**src/rtl/rtc_bus_sequencer_if.sv**
```systemverilog
// rtc_bus_sequencer_if: requester handshakes plus the RTC multiplexed A_D/CS/RD/WR/AD pad signals.
interface rtc_bus_sequencer_if;
    logic       rd_req;
    logic [7:0] rd_addr;
    logic       wr_req;
    logic [7:0] wr_addr;
    logic [7:0] wr_data;
    logic       rd_gnt;
    logic       wr_gnt;
    logic [7:0] rd_data;
    logic       rd_valid;
    logic       wr_done;
    logic       busy;
    logic       A_D;
    logic       CS;
    logic       RD;
    logic       WR;
    logic [7:0] bus_out;
    logic       bus_oe;
    logic [7:0] bus_in;
    modport slave (
        input  rd_req, rd_addr, wr_req, wr_addr, wr_data, bus_in,
        output rd_gnt, wr_gnt, rd_data, rd_valid, wr_done, busy, A_D, CS, RD, WR, bus_out, bus_oe
    );
    modport master (
        output rd_req, rd_addr, wr_req, wr_addr, wr_data, bus_in,
        input  rd_gnt, wr_gnt, rd_data, rd_valid, wr_done, busy, A_D, CS, RD, WR, bus_out, bus_oe
    );
endinterface

```
**src/rtl/rtc_bus_sequencer.sv**
```systemverilog
// rtc_bus_sequencer: round-robin read/write arbiter running one timed multiplexed RTC bus cycle per grant.
module rtc_bus_sequencer #(
    parameter int T_SETUP = 2,
    parameter int T_PULSE = 5,
    parameter int T_HOLD  = 2,
    parameter int T_RECOV = 4
) (
    input logic               clk,
    input logic               reset,
    rtc_bus_sequencer_if.slave bus
);
    typedef enum logic [2:0] {IDLE, A_SET, A_STB, A_HOLD, D_SET, D_STB, D_HOLD, RECOV} state_t;
    state_t     state_q, state_d;
    logic [3:0] cnt_q, cnt_d;
    logic       dir_wr_q, dir_wr_d, last_wr_q, last_wr_d;
    logic [7:0] addr_q, addr_d, data_q, data_d, rd_data_q, rd_data_d, bus_out_q, bus_out_d;
    logic       cs_q, cs_d, rd_n_q, rd_n_d, wr_n_q, wr_n_d, a_d_q, a_d_d, oe_q, oe_d;
    logic       rd_gnt_q, rd_gnt_d, wr_gnt_q, wr_gnt_d, rd_valid_q, rd_valid_d;
    logic       wr_done_q, wr_done_d, busy_q, busy_d;
    logic       wr_win, start, last, addr_ph, data_ph;
    function automatic logic [3:0] load(input state_t s);
        return (s == A_SET || s == D_SET)   ? 4'(T_SETUP - 1) :
               (s == A_STB || s == D_STB)   ? 4'(T_PULSE - 1) :
               (s == A_HOLD || s == D_HOLD) ? 4'(T_HOLD - 1)  :
               (s == RECOV)                 ? 4'(T_RECOV - 1) : 4'd0;
    endfunction
    // Outputs are derived from the next state so every pad signal leaves a flop.
    always_comb begin
        wr_win     = bus.wr_req && (!bus.rd_req || !last_wr_q);
        start      = state_q == IDLE && (bus.rd_req || bus.wr_req);
        last       = cnt_q == 4'd0;
        state_d    = start ? A_SET : (state_q == IDLE || !last) ? state_q :
                     state_q == RECOV ? IDLE : state_t'(state_q + 3'd1);
        cnt_d      = state_d != state_q ? load(state_d) : cnt_q - 4'd1;
        dir_wr_d   = start ? wr_win : dir_wr_q;
        last_wr_d  = start ? wr_win : last_wr_q;
        addr_d     = start ? (wr_win ? bus.wr_addr : bus.rd_addr) : addr_q;
        data_d     = (start && wr_win) ? bus.wr_data : data_q;
        rd_data_d  = (state_q == D_STB && last && !dir_wr_q) ? bus.bus_in : rd_data_q;
        addr_ph    = state_d == A_SET || state_d == A_STB || state_d == A_HOLD;
        data_ph    = state_d == D_SET || state_d == D_STB || state_d == D_HOLD;
        cs_d       = !(addr_ph || data_ph);
        a_d_d      = !addr_ph;
        oe_d       = addr_ph || (data_ph && dir_wr_d);
        bus_out_d  = addr_ph ? addr_d : (data_ph && dir_wr_d) ? data_d : 8'h00;
        wr_n_d     = !(state_d == A_STB || (state_d == D_STB && dir_wr_d));
        rd_n_d     = !(state_d == D_STB && !dir_wr_d);
        rd_gnt_d   = start && !wr_win;
        wr_gnt_d   = start && wr_win;
        rd_valid_d = state_q == D_HOLD && state_d == RECOV && !dir_wr_q;
        wr_done_d  = state_q == D_HOLD && state_d == RECOV && dir_wr_q;
        busy_d     = state_d != IDLE;
    end
    // last_wr_q resets low so the first conflict goes to the write path.
    always_ff @(posedge clk or negedge reset) begin
        if (!reset) begin
            state_q    <= IDLE;
            cnt_q      <= 4'd0;
            dir_wr_q   <= 1'b0;
            last_wr_q  <= 1'b0;
            addr_q     <= 8'h00;
            data_q     <= 8'h00;
            rd_data_q  <= 8'h00;
            bus_out_q  <= 8'h00;
            cs_q       <= 1'b1;
            rd_n_q     <= 1'b1;
            wr_n_q     <= 1'b1;
            a_d_q      <= 1'b1;
            oe_q       <= 1'b0;
            rd_gnt_q   <= 1'b0;
            wr_gnt_q   <= 1'b0;
            rd_valid_q <= 1'b0;
            wr_done_q  <= 1'b0;
            busy_q     <= 1'b0;
        end else begin
            state_q    <= state_d;
            cnt_q      <= cnt_d;
            dir_wr_q   <= dir_wr_d;
            last_wr_q  <= last_wr_d;
            addr_q     <= addr_d;
            data_q     <= data_d;
            rd_data_q  <= rd_data_d;
            bus_out_q  <= bus_out_d;
            cs_q       <= cs_d;
            rd_n_q     <= rd_n_d;
            wr_n_q     <= wr_n_d;
            a_d_q      <= a_d_d;
            oe_q       <= oe_d;
            rd_gnt_q   <= rd_gnt_d;
            wr_gnt_q   <= wr_gnt_d;
            rd_valid_q <= rd_valid_d;
            wr_done_q  <= wr_done_d;
            busy_q     <= busy_d;
        end
    end
    assign bus.rd_gnt   = rd_gnt_q;
    assign bus.wr_gnt   = wr_gnt_q;
    assign bus.rd_data  = rd_data_q;
    assign bus.rd_valid = rd_valid_q;
    assign bus.wr_done  = wr_done_q;
    assign bus.busy     = busy_q;
    assign bus.A_D      = a_d_q;
    assign bus.CS       = cs_q;
    assign bus.RD       = rd_n_q;
    assign bus.WR       = wr_n_q;
    assign bus.bus_out  = bus_out_q;
    assign bus.bus_oe   = oe_q;
endmodule

```
**src/flat_wrapper.sv**
```systemverilog
// flat-port wrapper written by rule: the top's interface ports become plain ports
module rtc_bus_sequencer_flat 
#(
    parameter int T_SETUP = 2,
    parameter int T_PULSE = 5,
    parameter int T_HOLD  = 2,
    parameter int T_RECOV = 4
)
  (clk, reset, bus_rd_req, bus_rd_addr, bus_wr_req, bus_wr_addr, bus_wr_data, bus_bus_in, bus_rd_gnt, bus_wr_gnt, bus_rd_data, bus_rd_valid, bus_wr_done, bus_busy, bus_A_D, bus_CS, bus_RD, bus_WR, bus_bus_out, bus_bus_oe);
  rtc_bus_sequencer_if bus_i ();
  input logic clk;
  input logic reset;
  input wire logic [$bits(bus_i.rd_req)-1:0] bus_rd_req;
  input wire logic [$bits(bus_i.rd_addr)-1:0] bus_rd_addr;
  input wire logic [$bits(bus_i.wr_req)-1:0] bus_wr_req;
  input wire logic [$bits(bus_i.wr_addr)-1:0] bus_wr_addr;
  input wire logic [$bits(bus_i.wr_data)-1:0] bus_wr_data;
  input wire logic [$bits(bus_i.bus_in)-1:0] bus_bus_in;
  output wire logic [$bits(bus_i.rd_gnt)-1:0] bus_rd_gnt;
  output wire logic [$bits(bus_i.wr_gnt)-1:0] bus_wr_gnt;
  output wire logic [$bits(bus_i.rd_data)-1:0] bus_rd_data;
  output wire logic [$bits(bus_i.rd_valid)-1:0] bus_rd_valid;
  output wire logic [$bits(bus_i.wr_done)-1:0] bus_wr_done;
  output wire logic [$bits(bus_i.busy)-1:0] bus_busy;
  output wire logic [$bits(bus_i.A_D)-1:0] bus_A_D;
  output wire logic [$bits(bus_i.CS)-1:0] bus_CS;
  output wire logic [$bits(bus_i.RD)-1:0] bus_RD;
  output wire logic [$bits(bus_i.WR)-1:0] bus_WR;
  output wire logic [$bits(bus_i.bus_out)-1:0] bus_bus_out;
  output wire logic [$bits(bus_i.bus_oe)-1:0] bus_bus_oe;
  assign bus_i.rd_req = bus_rd_req;
  assign bus_i.rd_addr = bus_rd_addr;
  assign bus_i.wr_req = bus_wr_req;
  assign bus_i.wr_addr = bus_wr_addr;
  assign bus_i.wr_data = bus_wr_data;
  assign bus_i.bus_in = bus_bus_in;
  assign bus_rd_gnt = bus_i.rd_gnt;
  assign bus_wr_gnt = bus_i.wr_gnt;
  assign bus_rd_data = bus_i.rd_data;
  assign bus_rd_valid = bus_i.rd_valid;
  assign bus_wr_done = bus_i.wr_done;
  assign bus_busy = bus_i.busy;
  assign bus_A_D = bus_i.A_D;
  assign bus_CS = bus_i.CS;
  assign bus_RD = bus_i.RD;
  assign bus_WR = bus_i.WR;
  assign bus_bus_out = bus_i.bus_out;
  assign bus_bus_oe = bus_i.bus_oe;
  rtc_bus_sequencer #(.T_SETUP(T_SETUP), .T_PULSE(T_PULSE), .T_HOLD(T_HOLD), .T_RECOV(T_RECOV)) u_core (.clk(clk), .reset(reset), .bus(bus_i));
endmodule
```
**config.mk**
```make
export PLATFORM = sky130hd
export DESIGN_NAME = rtc_bus_sequencer_flat
export DESIGN_NICKNAME = d
export VERILOG_FILES = /design/src/rtl/rtc_bus_sequencer_if.sv /design/src/rtl/rtc_bus_sequencer.sv /design/src/flat_wrapper.sv
export SDC_FILE = /design/constraint.sdc
export NUM_CORES = 1
export LEC_CHECK = 0
export ABC_AREA = 1
export CAP_MARGIN = 40
export CORE_ASPECT_RATIO = 2
export CORE_MARGIN = 8
export CORE_UTILIZATION = 30
export CTS_BUF_LIST = sky130_fd_sc_hd__clkbuf_16
export DETAILED_ROUTE_END_ITERATION = 7
export PLACE_DENSITY = 0.63
export SYNTH_ARGS = -nofsm -noshare
export SYNTH_HDL_FRONTEND = slang
export SYNTH_SLANG_ARGS = --single-unit
```
**constraint.sdc**
```tcl
create_clock -name clk -period 2.07 [get_ports clk]
set_input_delay 0.621 -clock clk [delete_from_list [all_inputs] [get_ports clk]]
set_output_delay 0.621 -clock clk [all_outputs]
set_load 0.02 [all_outputs]
```
After elaboration in Yosys (flattened, before gate mapping)
Cells that the tools add are included.
- reduce and logical (&&, ||, !) cells: 38
- order comparisons: 0
- shift operators: 0
- $mul: 0
- bitwise logic cells: 0
- div/mod/pow operators: 0
- equality and inequality tests: 11
- add/subtract/negate cells: 2
- mux-type cells: 14
- operators by type and width (operator ; count):
    $mux W8 ; 5
    $eq A3 B3 Y1 const B ; 7
    $mux W4 ; 4
    $logic_or A1 B1 Y1 ; 13
    $logic_and A1 B1 Y1 ; 12
    $logic_not A1 Y1 ; 10
    $mux W3 ; 3
    $eq A3 B2 Y1 const B ; 2
    $logic_not A4 Y1 ; 1
    $sub A4 B1 Y4 const B ; 1
    $add A3 B1 Y3 const B ; 1
    $eq A3 B1 Y1 const B ; 1
    $logic_not A3 Y1 ; 1
    $ne A3 B3 Y1 ; 1
    $reduce_bool A3 Y1 ; 1
    $mux W2 ; 1
    $mux W1 ; 1
- register bits: 51
- logic and storage cells: 83
- memory bits (read-only): 0
- output and inout port bits: 26
- memory bits (writable): 0
- memories: 0
- bits in latches: 0
- input bits: 36

Longest topological paths before layout
- depth after elaboration: 11
- depth in mapped cells: 12
- mapped depth without buffers: 12

Worst setup path before layout
No wires, ideal clock.
- path type: flip-flop to flip-flop
- from: reg u_core.state_q[0]
- to: reg u_core.bus_out_q[0] (netlist: u_core.bus.bus_out[0])
- setup slack: 0.330 ns
- cell stages (with the launch flop): 13
- arrival: 1.624 ns
- buffers on the path: 1
- data required time: 1.953 ns
- library setup time: 0.117 ns
- clock period less this slack: 1.740 ns
- cells stage by stage: dfrtp_1 inv_1 ha_1 inv_2 nor2_1 nand2_1 nand3_1 nand2_1 nor2_1 inv_2 buf_6 nand3_1 nand2_1
- longest elaborated chain between the ends: 10
- elaborated cells on any way between the ends: 25
- those cells by class: add/sub (1); eq/ne (7); mux (8); reduce/logical (9)
- RTL lines (item ; RTL line ; source):
    from (decl) ; rtc_bus_sequencer.sv:13 ; state_t state_q, state_d;
    from (signal assigned) ; rtc_bus_sequencer.sv:76 ; state_q <= state_d;
    $add A3 B1 Y3 (tied with other cells) ; rtc_bus_sequencer.sv:33 ; state_q == RECOV ? IDLE : state_t'(state_q + 3'd1);
    $mux W3 / $logic_or A1 B1 Y1 (equally long branches) ; rtc_bus_sequencer.sv:33, rtc_bus_sequencer.sv:32 ;
    $mux W3 (2 in a row) ; rtc_bus_sequencer.sv:32 ; state_d = start ? A_SET : (state_q == IDLE || !last) ? state_q :
    $eq A3 B3 Y1 ; rtc_bus_sequencer.sv:41 ; data_ph = state_d == D_SET || state_d == D_STB || state_d == D_HOLD;
    $logic_or A1 B1 Y1 (2 in a row) ; rtc_bus_sequencer.sv:41 ;
    $logic_and A1 B1 Y1 ; rtc_bus_sequencer.sv:45 ; bus_out_d = addr_ph ? addr_d : (data_ph && dir_wr_d) ? data_d : 8'h00;
    $mux W8 ; rtc_bus_sequencer.sv:45 ;
    $mux W8 (*) ; rtc_bus_sequencer.sv:45 ;
    named net u_core.bus_out_d[0] ; rtc_bus_sequencer.sv:16 ; logic [7:0] addr_q, addr_d, data_q, data_d, rd_data_q, rd_data_d, bus_out_q, bus_out_d;
    to (signal assigned) ; rtc_bus_sequencer.sv:83 ; bus_out_q <= bus_out_d;
    to (decl) ; rtc_bus_sequencer.sv:16 ;
The timed path passes the listed nets; every way through them passes the cells marked *.
A chain may end at the register's enable or synchronous reset.

Worst setup path after layout
- from: reg u_core.rd_n_q (netlist: u_core.bus.RD)
- to: out bus_RD
- RTL lines (item ; RTL line ; source):
    from (decl) ; rtc_bus_sequencer.sv:17 ; logic cs_q, cs_d, rd_n_q, rd_n_d, wr_n_q, wr_n_d, a_d_q, a_d_d, oe_q, oe_d;
    from (signal assigned) ; rtc_bus_sequencer.sv:85 ; rd_n_q <= rd_n_d;
    to (decl) ; flat_wrapper.sv:27 ; output wire logic [$bits(bus_i.RD)-1:0] bus_RD;
No word-level cell between the ends.

==> impl_metrics.tcl <==
set metrics [dict create \
    status "finished, final reports clean" \
    worst_pin_slew_ps 478 \
    nets 364 \
    yosys.area.top_type_share 0.521 \
    vias 1852 \
    max-vdd-ir-drop_uv 811 \
    critPathTopFamily "buffers and inverters" \
    rsz0062_at_grt "no" \
    p_clk_frac 0.159 \
    seq_power_share 0.327 \
    slew_headroom 0.680 \
    fin_cells 416 \
    seq_area_um2 1280 \
    drive_gt1_frac 0.149 \
    dp_cells 408 \
    utilization 0.429 \
    htree_levels 2 \
    max_freq_mhz 495 \
    core_um2 7430 \
    p_switching_mw 2.10 \
    startpoint_type "flip-flop" \
    cellLeakagePower_nw 1.55 \
    path_class "flip-flop to primary output" \
    vias_per_cell 4.45 \
    syn_area_um2 2260 \
    fin_skew_ps 7.37 \
    reg2reg_setup_slack_ps 150 \
    avgRoutedWirePerCell_um 12.9 \
    hold_viol_final 0 \
    slowest_stage "clkdlybuf4s50_1" \
    num_rows 45 \
    ys_ff_latch 51 \
    first_pass_iters 4 \
    synth_ff_type "dfrtp_1" \
    ys_types 22 \
    yosys_warnings 0 \
    dieHeight_um 139 \
    crit_fanout 1 \
    antenna_found_initial 0 \
    synthTopCellsByArea "dfrtp_1 52%, nand2_1 17%, nand3_1 5.1%" \
    postSynth.asyncResetShare 1.00 \
    dieArea_um2 10700 \
    ios 62 \
    wl_um 5350 \
    place_hpwl_um 4160 \
    critPathArrivalTime_ps 1400 \
    gp_congestion 0.870 \
    multi_input_area_um2 872 \
    synth_top_cell_by_area "dfrtp_1" \
    period_needed_ps 2020 \
    grt.total_usage 0.102 \
    clk_path_buf_depth 2 \
    io_buffers 61 \
    setup_viol 0 \
    antennaDiodeCount 0 \
    drv_slew 0 \
    p_int_mw 2.96 \
    root_buffer "clkbuf_16" \
    synth_fp_nets 290 \
    grt_max_degree 52 \
    synth_commonest_cells "103 x nand2_1, 47 x dfrtp_1, 23 x nand3_1" \
    path_cells "clkdlybuf4s50_1" \
    cts_tree "done" \
    ant_nets 0 \
    cts_sinks 51 \
    max_cap_violations 0 \
    max_stage_delay_ps 600 \
    placed_cell_area_um2 3040 \
    clk_latency_ps 280 \
    grt_pass1_wl_um 9090 \
    grt_pass1_vias 1930 \
    holdBufCountCts 0 \
    end_kind "primary output" \
    period_share 0.976 \
    hold_path.class "primary input to async pin" \
    dr.first_iter.drc_count 78 \
    cp.required_ps 1450 \
    syn_inst 247 \
    p_per_area_nw_per_um2 1590 \
    power_frac_comb 0.514 \
    numCtsBuffers 5 \
    fin_hold_ws_ps 310 \
    yosysSeqAreaShare 0.568 \
    drc 0 \
    p_sw_frac 0.414 \
    path_buf_inv 1 \
    design_area_um2 3190 \
    yosysMostFrequentCell "nand2_1" \
    grt.overflow.total 0 \
    start_util 0.304 \
    synthToLayoutAreaGrowth_pct 41.4 \
    die_w_um 77.3 \
    n_fill_cell 738 \
    setup_tns_ps 0 \
    syn_avg_cell_area_um2 9.13 \
    synth_edf_count 0 \
    clk_pin_slew_ps 70 \
]
==> area by class of cell <==
cell class,count,area share
clock buffers,5,0.0392
clock inverters,3,0.00627
inverters,23,0.0278
multi-input cells,170,0.273
flip-flops and latches,51,0.402
well taps,94,0.0369
repair buffers,70,0.215
==> final timing paths <==
check	start	end	cells past startpoint
worst min-delay path	reset	u_core.addr_q[5]	2
max in group asynchronous	reset	u_core.bus.WR	2
min in group clk	u_core.data_q[0]	u_core.data_q[0]	2
worst max register to register	u_core.state_q[0]	u_core.bus.bus_out[7]	9
worst max-delay path	u_core.bus.RD	bus_RD	1
worst min register to register	u_core.data_q[0]	u_core.data_q[0]	2
==> cells in the final DEF (no fill, tap or decap), types with 4 or more instances in the layout <==
cell               n
buf_4              8
inv_2              7
nand4_1            6
clkdlybuf4s50_1   60
ha_1               7
nor2_2             4
clkbuf_16          5
nor2_1             8
dfrtp_1           47
nand2_1          102
inv_1             15
mux2_2             8
nand3_1           23
dfstp_2            4
==> through the flow <==
| step | power, mW | setup slack, ps |
|---|---|---|
| 6_report | 5.06 | 49.1 |
| 3_3_place_gp | 4.23 | -40.9 |
| 2_1_floorplan | 3.32 | 330 |
| 3_5_place_dp | 4.29 | -85.9 |
| 5_1_grt | 5.47 | 3.20 |
| 4_1_cts | 5.11 | 38.6 |
==> registers in the layout, summed over array words and instances (netlist names), 3 cells and up <==
name / count
u_core.addr_q: 8
u_core.bus.bus_out: 8
u_core.bus.rd_data: 8
u_core.cnt_q: 4
u_core.data_q: 8
u_core.state_q: 3
==> power groups by stage <==
stage	logic (mW)	clock network [mW]	registers (mW)
2_1_floorplan	1.44	0	1.88
3_3_place_gp	2.56	0	1.66
3_5_place_dp	2.61	0	1.67
4_1_cts	2.62	0.822	1.66
5_1_grt	2.91	0.860	1.70
6_report	2.60	0.805	1.66
==> cell families after synthesis <==
family / share of synthesized area
AND/OR/NAND/NOR: 0.286
flip-flops: 0.568
buffers and inverters: 0.0477
multiplexers: 0.0399
adder cells (fa/ha/maj): 0.0388
AO/OA/AOI/OAI: 0.0116
XOR/XNOR: 0.00777
==> metal layers <==
layer | wire (um) | GRT usage | part of all wire
met4 | 65 | 0.0351 | 0.012
met2 | 2540 | 0.163 | 0.47
met1 | 2350 | 0.123 | 0.44
met5 | 0 | 0 | 0
met3 | 401 | 0.0364 | 0.075
==> repair_timing <==
item	4_1_cts	5_1_grt
setup endpoints to repair	0	10
endpoints found under the hold margin	0	0
buffers inserted	0	0
resized for setup	0	3
Power figures use the tool's default switching activity.
